<file path="src/rtl/fifo_ctrl_if.sv">
// Handshake and status bundle between a FIFO controller and its user/RAM side.
interface fifo_ctrl_if #(
  parameter int unsigned ADDR_BITS = 3
);
  logic                 push;
  logic                 pop;
  logic                 write;
  logic                 read;
  logic [ADDR_BITS-1:0] addr_write;
  logic [ADDR_BITS-1:0] addr_read;
  logic                 data_valid;
  logic                 full;
  logic                 empty;
  logic                 almost_full;
  logic                 almost_empty;
  logic [ADDR_BITS:0]   fifo_count;
  logic                 error;

  modport master (
    output push, pop,
    input  write, read, addr_write, addr_read, data_valid,
           full, empty, almost_full, almost_empty, fifo_count, error
  );

  modport slave (
    input  push, pop,
    output write, read, addr_write, addr_read, data_valid,
           full, empty, almost_full, almost_empty, fifo_count, error
  );
endinterface

</file>
<file path="src/rtl/fifo_ctrl.sv">
// Pointer/occupancy controller for a FIFO built around an external RAM with
// 1-cycle read latency; the data path never passes through this block.
module fifo_ctrl #(
  parameter int unsigned ADDR_BITS       = 3,
  parameter int unsigned ALMOST_FULL_TH  = 6,
  parameter int unsigned ALMOST_EMPTY_TH = 2
) (
  input  logic       clk,
  input  logic       reset,
  fifo_ctrl_if.slave bus
);

  localparam int unsigned DEPTH = 2 ** ADDR_BITS;
  localparam int unsigned CW    = ADDR_BITS + 1;

  logic [ADDR_BITS-1:0] r_wptr;
  logic [ADDR_BITS-1:0] r_rptr;
  logic [CW-1:0]        r_count;
  logic                 r_data_valid;
  logic                 r_error;

  logic w_full;
  logic w_empty;
  logic w_push_ok;
  logic w_pop_ok;

  // Flags decode only registered occupancy, so accept decisions never loop.
  assign w_full    = (r_count == CW'(DEPTH));
  assign w_empty   = (r_count == '0);
  assign w_push_ok = bus.push & ~w_full  & ~reset;
  assign w_pop_ok  = bus.pop  & ~w_empty & ~reset;

  assign bus.write        = w_push_ok;
  assign bus.read         = w_pop_ok;
  assign bus.addr_write   = r_wptr;
  assign bus.addr_read    = r_rptr;
  assign bus.data_valid   = r_data_valid;
  assign bus.full         = w_full;
  assign bus.empty        = w_empty;
  assign bus.almost_full  = (r_count >= CW'(ALMOST_FULL_TH));
  assign bus.almost_empty = (r_count <= CW'(ALMOST_EMPTY_TH));
  assign bus.fifo_count   = r_count;
  assign bus.error        = r_error;

  // Pointers wrap naturally at DEPTH since they are exactly ADDR_BITS wide.
  always_ff @(posedge clk) begin
    if (reset) begin
      r_wptr       <= '0;
      r_rptr       <= '0;
      r_count      <= '0;
      r_data_valid <= 1'b0;
      r_error      <= 1'b0;
    end else begin
      if (w_push_ok) r_wptr <= r_wptr + ADDR_BITS'(1);
      if (w_pop_ok)  r_rptr <= r_rptr + ADDR_BITS'(1);
      case ({w_push_ok, w_pop_ok})
        2'b10:   r_count <= r_count + CW'(1);
        2'b01:   r_count <= r_count - CW'(1);
        default: r_count <= r_count;
      endcase
      r_data_valid <= w_pop_ok;
      r_error      <= r_error | (bus.push & w_full) | (bus.pop & w_empty);
    end
  end

endmodule

</file>
<file path="src/flat_wrapper.sv">
// flat-port wrapper written by rule: the top's interface ports become plain ports
module fifo_ctrl_flat 
#(
  parameter int unsigned ADDR_BITS       = 3,
  parameter int unsigned ALMOST_FULL_TH  = 6,
  parameter int unsigned ALMOST_EMPTY_TH = 2
)
  (clk, reset, bus_push, bus_pop, bus_write, bus_read, bus_addr_write, bus_addr_read, bus_data_valid, bus_full, bus_empty, bus_almost_full, bus_almost_empty, bus_fifo_count, bus_error);
  fifo_ctrl_if #(.ADDR_BITS(ADDR_BITS)) bus_i ();
  input  logic clk;
  input  logic reset;
  input wire logic [$bits(bus_i.push)-1:0] bus_push;
  input wire logic [$bits(bus_i.pop)-1:0] bus_pop;
  output wire logic [$bits(bus_i.write)-1:0] bus_write;
  output wire logic [$bits(bus_i.read)-1:0] bus_read;
  output wire logic [$bits(bus_i.addr_write)-1:0] bus_addr_write;
  output wire logic [$bits(bus_i.addr_read)-1:0] bus_addr_read;
  output wire logic [$bits(bus_i.data_valid)-1:0] bus_data_valid;
  output wire logic [$bits(bus_i.full)-1:0] bus_full;
  output wire logic [$bits(bus_i.empty)-1:0] bus_empty;
  output wire logic [$bits(bus_i.almost_full)-1:0] bus_almost_full;
  output wire logic [$bits(bus_i.almost_empty)-1:0] bus_almost_empty;
  output wire logic [$bits(bus_i.fifo_count)-1:0] bus_fifo_count;
  output wire logic [$bits(bus_i.error)-1:0] bus_error;
  assign bus_i.push = bus_push;
  assign bus_i.pop = bus_pop;
  assign bus_write = bus_i.write;
  assign bus_read = bus_i.read;
  assign bus_addr_write = bus_i.addr_write;
  assign bus_addr_read = bus_i.addr_read;
  assign bus_data_valid = bus_i.data_valid;
  assign bus_full = bus_i.full;
  assign bus_empty = bus_i.empty;
  assign bus_almost_full = bus_i.almost_full;
  assign bus_almost_empty = bus_i.almost_empty;
  assign bus_fifo_count = bus_i.fifo_count;
  assign bus_error = bus_i.error;
  fifo_ctrl #(.ADDR_BITS(ADDR_BITS), .ALMOST_FULL_TH(ALMOST_FULL_TH), .ALMOST_EMPTY_TH(ALMOST_EMPTY_TH)) u_core (.clk(clk), .reset(reset), .bus(bus_i));
endmodule
</file>
<file path="config.mk">
export PLATFORM = sky130hd
export DESIGN_NAME = fifo_ctrl_flat
export DESIGN_NICKNAME = d
export VERILOG_FILES = /design/src/rtl/fifo_ctrl_if.sv /design/src/rtl/fifo_ctrl.sv /design/src/flat_wrapper.sv
export SDC_FILE = /design/constraint.sdc
export NUM_CORES = 1
export LEC_CHECK = 0
export ABC_CLOCK_PERIOD_IN_PS = 6200
export CAP_MARGIN = 20
export CORE_ASPECT_RATIO = 0.7
export CORE_MARGIN = 2
export CORE_UTILIZATION = 27
export CTS_BUF_LIST = sky130_fd_sc_hd__clkbuf_8
export DETAILED_ROUTE_END_ITERATION = 10
export MAX_ROUTING_LAYER = met4
export PLACE_DENSITY = 0.62
export SYNTH_ARGS = -nofsm -noshare
export SYNTH_HDL_FRONTEND = slang
export SYNTH_SLANG_ARGS = --single-unit
</file>
<file path="constraint.sdc">
create_clock -name clk -period 6.2 [get_ports clk]
set_input_delay 1.24 -clock clk [delete_from_list [all_inputs] [get_ports clk]]
set_output_delay 1.24 -clock clk [all_outputs]
set_load 0.05 [all_outputs]
</file>
### Yosys cells after proc, flatten, opt, wreduce, memory -nomap -nowiden

Index checks and enable logic that the tools add are counted.

* bits in registers: 12
* memory bits (writable): 0
* logic and storage cells: 28
* bits of input ports: 4
* ROM bits: 0
* latch bits: 0
* memories: 0
* output and inout port bits: 18

* multiplexer cells: 1
* reduce and logical (&&, ||, !) cells: 2
* $lt $le $gt $ge: 2
* add/sub/neg operators: 4
* shift operators: 0
* div/mod/pow operators: 0
* bitwise operators: 11
* equal/unequal tests: 3
* $mul: 0

Operators by type and width (count)
* case mux 4 bit (2 select lines): 1
* adder 3 x 1 -> 3 bit (second input constant): 2
* AND 1 bit: 6
* adder 4 x 1 -> 4 bit (second input constant): 1
* == test 4 bit (second input constant): 1
* greater-or-equal comparator 4 x 3 -> 1 bit (second input constant): 1
* less-or-equal comparator 4 x 2 -> 1 bit (second input constant): 1
* zero test 4 bit: 1
* subtractor 4 x 1 -> 4 bit (second input constant): 1
* NOT 1 bit: 3
* == test 2 x 1 -> 1 bit (second input constant): 1
* == test 2 bit (second input constant): 1
* bitwise OR 1 bit: 2
* nonzero test 2 bit: 1

### Longest topological paths before layout

Gate-level depths: netlist (run 1).

* depth after elaboration: 6
* gate-level depth with buffers: 11
* mapped depth without buffers: 10

### Worst setup path after synthesis (run 1)

OpenSTA, ideal clock, no wires.

* path type: in2reg
* start point: input reset
* end point: register u_core.r_count[3], in the netlist u_core.bus.fifo_count[3]
* arrival time: 3.569 ns
* setup slack: 2.561 ns
* stages: 8
* library setup time: 0.070 ns
* buffers on the path: 1
* required time: 6.130 ns
* path through: clkbuf_1 nor2_1 ha_1 ha_1 a21oi_1 a21oi_1 or4_1 a21oi_1

* word-level cells in the longest chain between the ends: 4
* elaborated cells on any way between the ends: 7
* classes of those cells: 2 x eq/ne; 1 x mux; 3 x bitwise; 1 x reduce/logical

RTL lines
* start, declared: RTL line flat_wrapper.sv:11 `input logic reset;`
* NOT 1 bit (*): RTL line fifo_ctrl.sv:31 `assign w_pop_ok = bus.pop & ~w_empty & ~reset;`
* AND 1 bit (*): RTL line fifo_ctrl.sv:31
* named net bus_read: RTL line flat_wrapper.sv:15 `output wire logic [$bits(bus_i.read)-1:0] bus_read;`
* == test 2 x 1 -> 1 bit or == test 2 bit (tied branches): RTL line fifo_ctrl.sv:56 `case ({w_push_ok, w_pop_ok})`
* case mux 4 bit (2 select lines) or nonzero test 2 bit (tied branches)
* end signal, assigned: RTL line fifo_ctrl.sv:57 `2'b10: r_count <= r_count + CW'(1);`
* end signal, assigned: RTL line fifo_ctrl.sv:58 `2'b01: r_count <= r_count - CW'(1);`
* end signal, assigned: RTL line fifo_ctrl.sv:59 `default: r_count <= r_count;`
* end, declared: RTL line fifo_ctrl.sv:18 `logic [CW-1:0] r_count;`

The timed path passes the listed nets; every way through them passes the cells marked *.
A chain may end at the register's enable or synchronous reset.

### Worst setup path after layout (run 1)

* start point: input reset
* end point: output bus_write

* word-level cells in the longest chain between the ends: 2

RTL lines
* NOT 1 bit: RTL line fifo_ctrl.sv:30 `assign w_push_ok = bus.push & ~w_full & ~reset;`
* AND 1 bit: RTL line fifo_ctrl.sv:30
* end, declared: RTL line flat_wrapper.sv:14 `output wire logic [$bits(bus_i.write)-1:0] bus_write;`

No other way between the ends.

==> results list, run 1 <==
* Result of the run: completed
* Most common library cell in the layout ignoring fill and taps: clkdlybuf4s50_1
* Maximum clock frequency: 226 MHz
* Count of warnings emitted by yosys: 0
- Clock latency on the worst-skew pair: about 0.24 ns
- Via count: 542
- Peak fanout along the critical path: 14
- The worst setup path is launched from a primary input.
- Nets: just over 100
- Most frequent cells in the layout: clkdlybuf4s50_1, nor2_1, dfxtp_1
- Met1 GRT Util: 0.136
- TritonCTS built the clock tree.
- Relative to the synthesized area, the layout overhead comes to 42.1%.
* Startpoint of the most critical hold path: u_core.bus.addr_write[2]
- Busiest metal layer after global routing: met2
* Worst Hold Endpoint: u_core.bus.addr_write[2]
* Synthesized cell area: between 600 and 700 sq um
- The final layout contains routed wiring with a total length of about 1400 microns.
* Fin Hold WS: between 0.4 and 0.5 ns
- The final max-slew violation count came to 0.
- Detailed router's first-iteration violation count: 5
* Clock transition at path regs: 0.05 ns
- Worst reg2reg path endpoint: u_core.bus.fifo_count[3]
- Worst reg-to-reg setup slack: around 3.5 ns
- Global-route wire length before repair: between 2000 and 2500 microns
- Remaining design rule violation count: 0
- In this run the remaining antenna-violating nets after routing total 0.
* Setup slack after placement: approximately 1.8 ns
- In this run, post-CTS repair resized a total of 0 instances.
- Along the worst hold path, the cell count comes to 1.
* Worst-case vdd ir drop: between 0.1 and 0.15 mV
- After detailed routing, the number of vias per cell comes to 4.34.
- The die is between 40 and 50 microns tall.
- Clk sink count: 12
* Pleak: roughly 0.37 nW
- In the global route stage, overall resource usage came out at 0.111.
- The share of the Yosys chip area taken by registers is 0.358.
- The setup path with the least slack is of type in2out.
- In this run the deepest clock path goes through 2 buffers.
- Quantity of hold-fixing buffers added after cts: 0
- RePlAce Congestion: around 0.78
* Vias in the first global route: 519
- Wire per inst: 10.9 microns
- Each instance of the synthesized netlist takes up on average between 9 and 10 sq um.
- Met3 demand-to-capacity share in global routing: 0.0520
* Hold Crit Class: reg2reg
- In the final layout, the share of cells above drive strength 1 is 0.0879.
* Arrival @ worst endpoint: between 3 and 4 ns
- The smallest clock period supported by the final layout is computed as 4.42 ns.
* Worst reg2reg path depth: 8
- In this run, CTS created clock tree buffers numbering 3.
- GR Util met2: 0.166
* MaxCap Viol Count: 0
- Synth Net Count: 80
- Setup violations remaining at the end of the flow were counted as 0.
- Of the available clock period, the critical path in the final layout requires 0.713.
- The worst pin sits at a relative slew slack of 0.637.
- Clk_skew: roughly 0.00056 ns
- For this configuration, the core starts out at a cell density of 0.280.
- After technology mapping, the gate count stands at 70.
- Number of detailed-route iterations in the first pass: 3
* Origin of the critical flop-to-flop path: u_core.bus.fifo_count[0]
* Maximum number of pins on one net before global-route repair: 15
* Worst setup slack after layout: 1.78 ns
* Count of buffers inserted at the top-level ports: 21
* Final setup TNS: 0 ns
- The number of failing hold endpoints at the final stage came to 0.
- Number of standard-cell rows in the floorplan: 15
- Endpoint class of the critical path: output port
* Count of different cell masters after synthesis: 25
- Number of synthesized register bits: 12
- Antenna diodes: 0
- Chip width: around 64 microns
* H-tree lvl count: 1
- Initial antenna violation count: 0
- Power density of the placed cells: around 290 mW/mm^2
* Slew of the pin with the lowest slew margin: roughly 0.54 ns
- Core Box Area: between 0.002 and 0.0025 sq mm
- STA puts the critical path data required time at slightly below 5 ns.
- I/O pin count: 22
- Die area: 0.00291 sq mm
- Post-CTS timing repair inserted 0 buffers for setup.
- Detail Placement HPWL: roughly 1000 microns
- Clock Tree Root: clkbuf_8
- After global routing the overflow that remains totals 0.
- Unrepaired setup endpoints after global routing: no
[sequential cells by signal, summed over array words and instances, names as in the netlist]
| signal | count |
|---|---|
| u_core.bus.fifo_count | 4 |
| u_core.bus.error | 1 |
| u_core.bus.addr_write | 3 |
| u_core.bus.addr_read | 3 |
| u_core.bus.data_valid | 1 |
[worst max path at each step]
stage           from                       end  slack [ns]  cells past startpoint
2_1_floorplan  reset  u_core.bus.fifo_count[3]        2.56                      8
3_3_place_gp   reset                 bus_write        1.80                      3
3_5_place_dp   reset                 bus_write        1.77                      3
4_1_cts        reset                 bus_write        1.78                      3
5_1_grt        reset                 bus_write        1.67                      3
6_report       reset                 bus_write        1.78                      3
[cells in the mapped netlist]
cell      instances  area, sq um
a211oi_1          1         7.51
a21o_1            1         7.51
a21oi_1           5         25.0
and3_1            1         6.26
buf_2             2         10.0
buf_6             1         11.3
clkbuf_1          1         3.75
dfxtp_1          12          240
fa_1              1         20.0
ha_1              5         62.6
inv_1             5         18.8
mux2i_1           3         30.0
nand2_1           2         7.51
nand2b_1          2         12.5
nand3_2           1         10.0
nor2_1           14         52.6
nor3b_4           1         18.8
nor4_1            2         12.5
nor4b_4           1         23.8
o21ai_0           1         5.00
o31ai_1           1         7.51
o41ai_4           1         27.5
or4_1             1         7.51
xnor2_1           2         17.5
xor2_1            3         26.3
[logic make-up after synthesis]
group,after synthesis,share of synthesized area
AO/OA/AOI/OAI,10,0.119
XOR/XNOR,5,0.0652
adder cells (fa/ha/maj),6,0.123
buffers and inverters,9,0.0652
flip-flops,12,0.358
multiplexers,3,0.0447
AND/OR/NAND/NOR,25,0.225
[per-layer routing]
metal,wire [microns],vias to the layer above
met5,0,-
met4,12,0
met3,74,2
met2,594,13
met1,683,249
li1,-,278
[per-stage QoR]
step	util	power (mW)	area, sq um	std cells
finish	0.397	0.278	955	125
global route	0.397	0.292	955	125
floorplan	-	0.168	672	70
CTS	0.397	0.283	955	125
global placement	0.374	0.194	900	121
detailed placement	0.374	0.195	900	121
[area by class of cell]
type	count	area (sq um)
sequential	12	240
timing repair buffer	21	210
tap	34	42.5
fill	273	1450
inverter	5	18.8
multi-input combinational	49	388
clock buffer	4	55.1
[critical path, cell delays in order]
cell             delay, ns
clkdlybuf4s50_1       0.69
nor3b_4               0.40
clkdlybuf4s50_1       0.86
[power by group]
part | internal (mW) | switching (mW)
combinational | 0.0352 | 0.0606
sequential | 0.0843 | 0.0122
clock | 0.0561 | 0.0293
total | 0.176 | 0.102
Power figures use the tool's default switching activity.
==> run 2: changes to the inputs <==
--- a/config.mk
+++ b/config.mk
@@ -5,7 +5,7 @@
 export SDC_FILE = /design/constraint.sdc
 export NUM_CORES = 1
 export LEC_CHECK = 0
-export ABC_CLOCK_PERIOD_IN_PS = 6200
+export ABC_CLOCK_PERIOD_IN_PS = 3600
 export CAP_MARGIN = 20
 export CORE_ASPECT_RATIO = 0.7
 export CORE_MARGIN = 2
@@ -13,7 +13,7 @@
 export CTS_BUF_LIST = sky130_fd_sc_hd__clkbuf_8
 export DETAILED_ROUTE_END_ITERATION = 10
 export MAX_ROUTING_LAYER = met4
-export PLACE_DENSITY = 0.62
+export PLACE_DENSITY = 0.64
 export SYNTH_ARGS = -nofsm -noshare
 export SYNTH_HDL_FRONTEND = slang
 export SYNTH_SLANG_ARGS = --single-unit
==> constraint.sdc (replaced) <==
create_clock -name clk -period 3.6 [get_ports clk]
set_input_delay 0.72 -clock clk [delete_from_list [all_inputs] [get_ports clk]]
set_output_delay 0.72 -clock clk [all_outputs]
set_load 0.05 [all_outputs]
==> results list, run 2 (synthesized netlist as in run 1, its figures left out) <==
* CP Class: in2out
- The via count of the first global-routing pass is 484.
* # Post-CTS Setup Buffers: 0
* Part of the cycle the worst path needs: 0.858
* Clock tree from TritonCTS: done
- The worst hold path begins at u_core.bus.addr_write[2].
- Crit path launch type: primary input
- After the last flow step, the layout net total stands at 104.
* Worst hold path stage count: 1
* Clk sink count: 12
* Maximum number of pins on one net before global-route repair: 12
* Post-route insts no fill: between 100 and 150
* Clock latency on the worst-skew pair: 0.24 ns
- After detailed routing, the total wire length is 1450 microns.
- MaxCap Viol Count: 0
- The register with the most flip-flops in the layout has 4 of them.
- The final max-slew violation count is 0.
* Worst reg2reg path depth: 8
- Slew of the pin with the lowest slew margin: a little over 0.5 ns
- Chip width: around 64 microns
* Quantity of hold-fixing buffers added after cts: 0
* Switch Pwr: ~170 uW
- Clk_skew: approximately 0.0024 ns
- The die covers 0.00291 sq mm.
* Clock Tree Root: clkbuf_8
- Power density of the placed cells: between 400 and 500 mW/mm^2
- Of the total power, the share spent switching nets is 0.381.
- Pleak: around 0.38 nW
* Remaining design rule violation count: 0
- The congestion estimate from routability-driven global placement came to approximately 0.75.
- Total CTS buffers: 3
- The share of total power dissipated in the clock network is 0.262.
* Maximum clock frequency: 324 MHz
- For this configuration, the core starts out at a cell density of 0.280.
- After clock tree synthesis, the clock-pin slew on the worst setup and hold paths is 0.05 ns.
- Share of total power in combinational logic: 0.369
* Max Buffers Root-to-Sink: 2
* Peak fanout along the critical path: 5
- Final Hold Violating Endpoints: 0
* Detail Placement HPWL: 1120 microns
* PostCTS Resize Cnt: 0
- Count of buffers inserted at the top-level ports: 21
* Endpoint class of the critical path: output port
* Hold Crit Class: reg2reg
- STA puts the critical path data required time at around 2.9 ns.
- Detailed routing inserted a total of approximately 550 vias.
- Layout overhead on the synthesized area: 41.9%
- Traced cell by cell, the critical path runs through clkdlybuf4s50_1 -> o41ai_4 -> nor2_1 -> clkdlybuf4s50_1.
- In the layout the commonest cells are clkdlybuf4s50_1, nor2_1, dfxtp_1.
- Setup repair after global routing left no endpoint under its margin.
- Final setup TNS: 0 ns
- Antenna diodes: 0
- The largest single stage delay on the critical path is between 0.8 and 0.9 ns.
- In this run the number of H-tree levels came out at 1.
- I/O pin count: 22
* Worst reg-to-reg setup slack: 0.94 ns
* Initial antenna violation count: 0
- Grouping stages by cell kind, the critical path spends the most delay in buffers and inverters.
- Global-route wire length before repair: about 2400 microns
- In this run the tightest slew margin relative to its limit is 0.662.
- Critical path's most frequent cell: clkdlybuf4s50_1
- Arrival @ worst endpoint: between 2 and 2.5 ns
- The worst hold path terminates at u_core.bus.addr_write[2].
* Placed Cells incl. Taps: approximately 120
- Worst-case vdd ir drop: between 0.15 and 0.2 mV
* Fraction of layout instances using a drive strength above 1: 0.109
- Among all stages on the critical path, the largest delay is contributed by clkdlybuf4s50_1.
- For this run, the total global-route usage over all layers was measured as 0.122.
- The endpoint identified for the worst register-to-register timing path is u_core.bus.fifo_count[3].
- Dividing the detail-routed wire length by the instance count gives between 10 and 15 microns.
- The detail route stage leaves a number of antenna-violating nets equal to 0.
- Sequential cell fraction of total power: 0.369
- Buf/Inv on CP: 2
- In this run the vertical extent of the chip is 45.7 microns.
* Minimum clock period after layout: slightly above 3 ns
* Most common library cell in the layout ignoring fill and taps: clkdlybuf4s50_1
- Number of detailed-route iterations in the first pass: 2
* Number of standard-cell rows in the floorplan: 15
- Aggregate global routing overflow: 0
* Cell internal pwr: roughly 280 uW
- In this run the critical register-to-register path is launched from u_core.bus.fifo_count[1].
- After the first detailed-routing iteration, the DRC count stood at 22.
- Using the TritonRoute via totals, the vias-per-cell ratio works out to ~4.4.
* Result of the run: completed
* Core Box Area: around 0.0024 sq mm
- Number of setup violations in the final report: 0
[run 2: power by group through the flow]
stage	Sequential (mW)	Combinational (mW)	Clock, mW
3_5_place_dp	0.170	0.169	0
3_3_place_gp	0.169	0.166	0
6_report	0.167	0.167	0.119
2_1_floorplan	0.199	0.0903	0
5_1_grt	0.170	0.177	0.129
4_1_cts	0.167	0.169	0.125
[run 2: worst register-to-register path, delay by kind of cell, from the launching register on]
family                   cells  cell delay (ns)
AO/OA/AOI/OAI                4             0.96
AND/OR/NAND/NOR              2             0.58
flip-flops                   1             0.46
adder cells (fa/ha/maj)      2             0.58
[run 2: through the flow]
| step | power [mW] | hold slack (ns) | utilization | area, sq um | worst slack [ns] |
|---|---|---|---|---|---|
| after floorplan | 0.289 | 0.681 | - | 672 | 0.302 |
| after global placement | 0.335 | 0.444 | 0.380 | 912 | 0.521 |
| after detailed placement | 0.339 | 0.463 | 0.380 | 912 | 0.496 |
| after CTS | 0.461 | 0.469 | 0.397 | 953 | 0.499 |
| after global routing | 0.477 | 0.488 | 0.397 | 953 | 0.439 |
| final | 0.453 | 0.462 | 0.397 | 953 | 0.512 |
[run 2: routing by layer]
layer	up-vias	track usage	part of all wire
li1	283	-	-
met1	255	0.142	0.46
met2	11	0.181	0.48
met3	2	0.0446	0.039
met4	0	0.0783	0.019
met5	-	-	0
[run 2: area by class of cell]
cell class,count,area [sq um]
repair buffers,23,223
flip-flops and latches,12,240
well taps,34,42.5
clock buffers,3,41.3
fillers,260,1450
multi-input cells,49,388
inverters,5,18.8
[run 2: worst max path at each step]
stage,from,cells past startpoint,end
2_1_floorplan,u_core.bus.fifo_count[3],10,u_core.bus.fifo_count[3]
3_3_place_gp,bus_pop,4,bus_read
3_5_place_dp,reset,9,u_core.bus.fifo_count[3]
4_1_cts,bus_pop,4,bus_read
5_1_grt,bus_pop,4,bus_read
6_report,bus_pop,4,bus_read
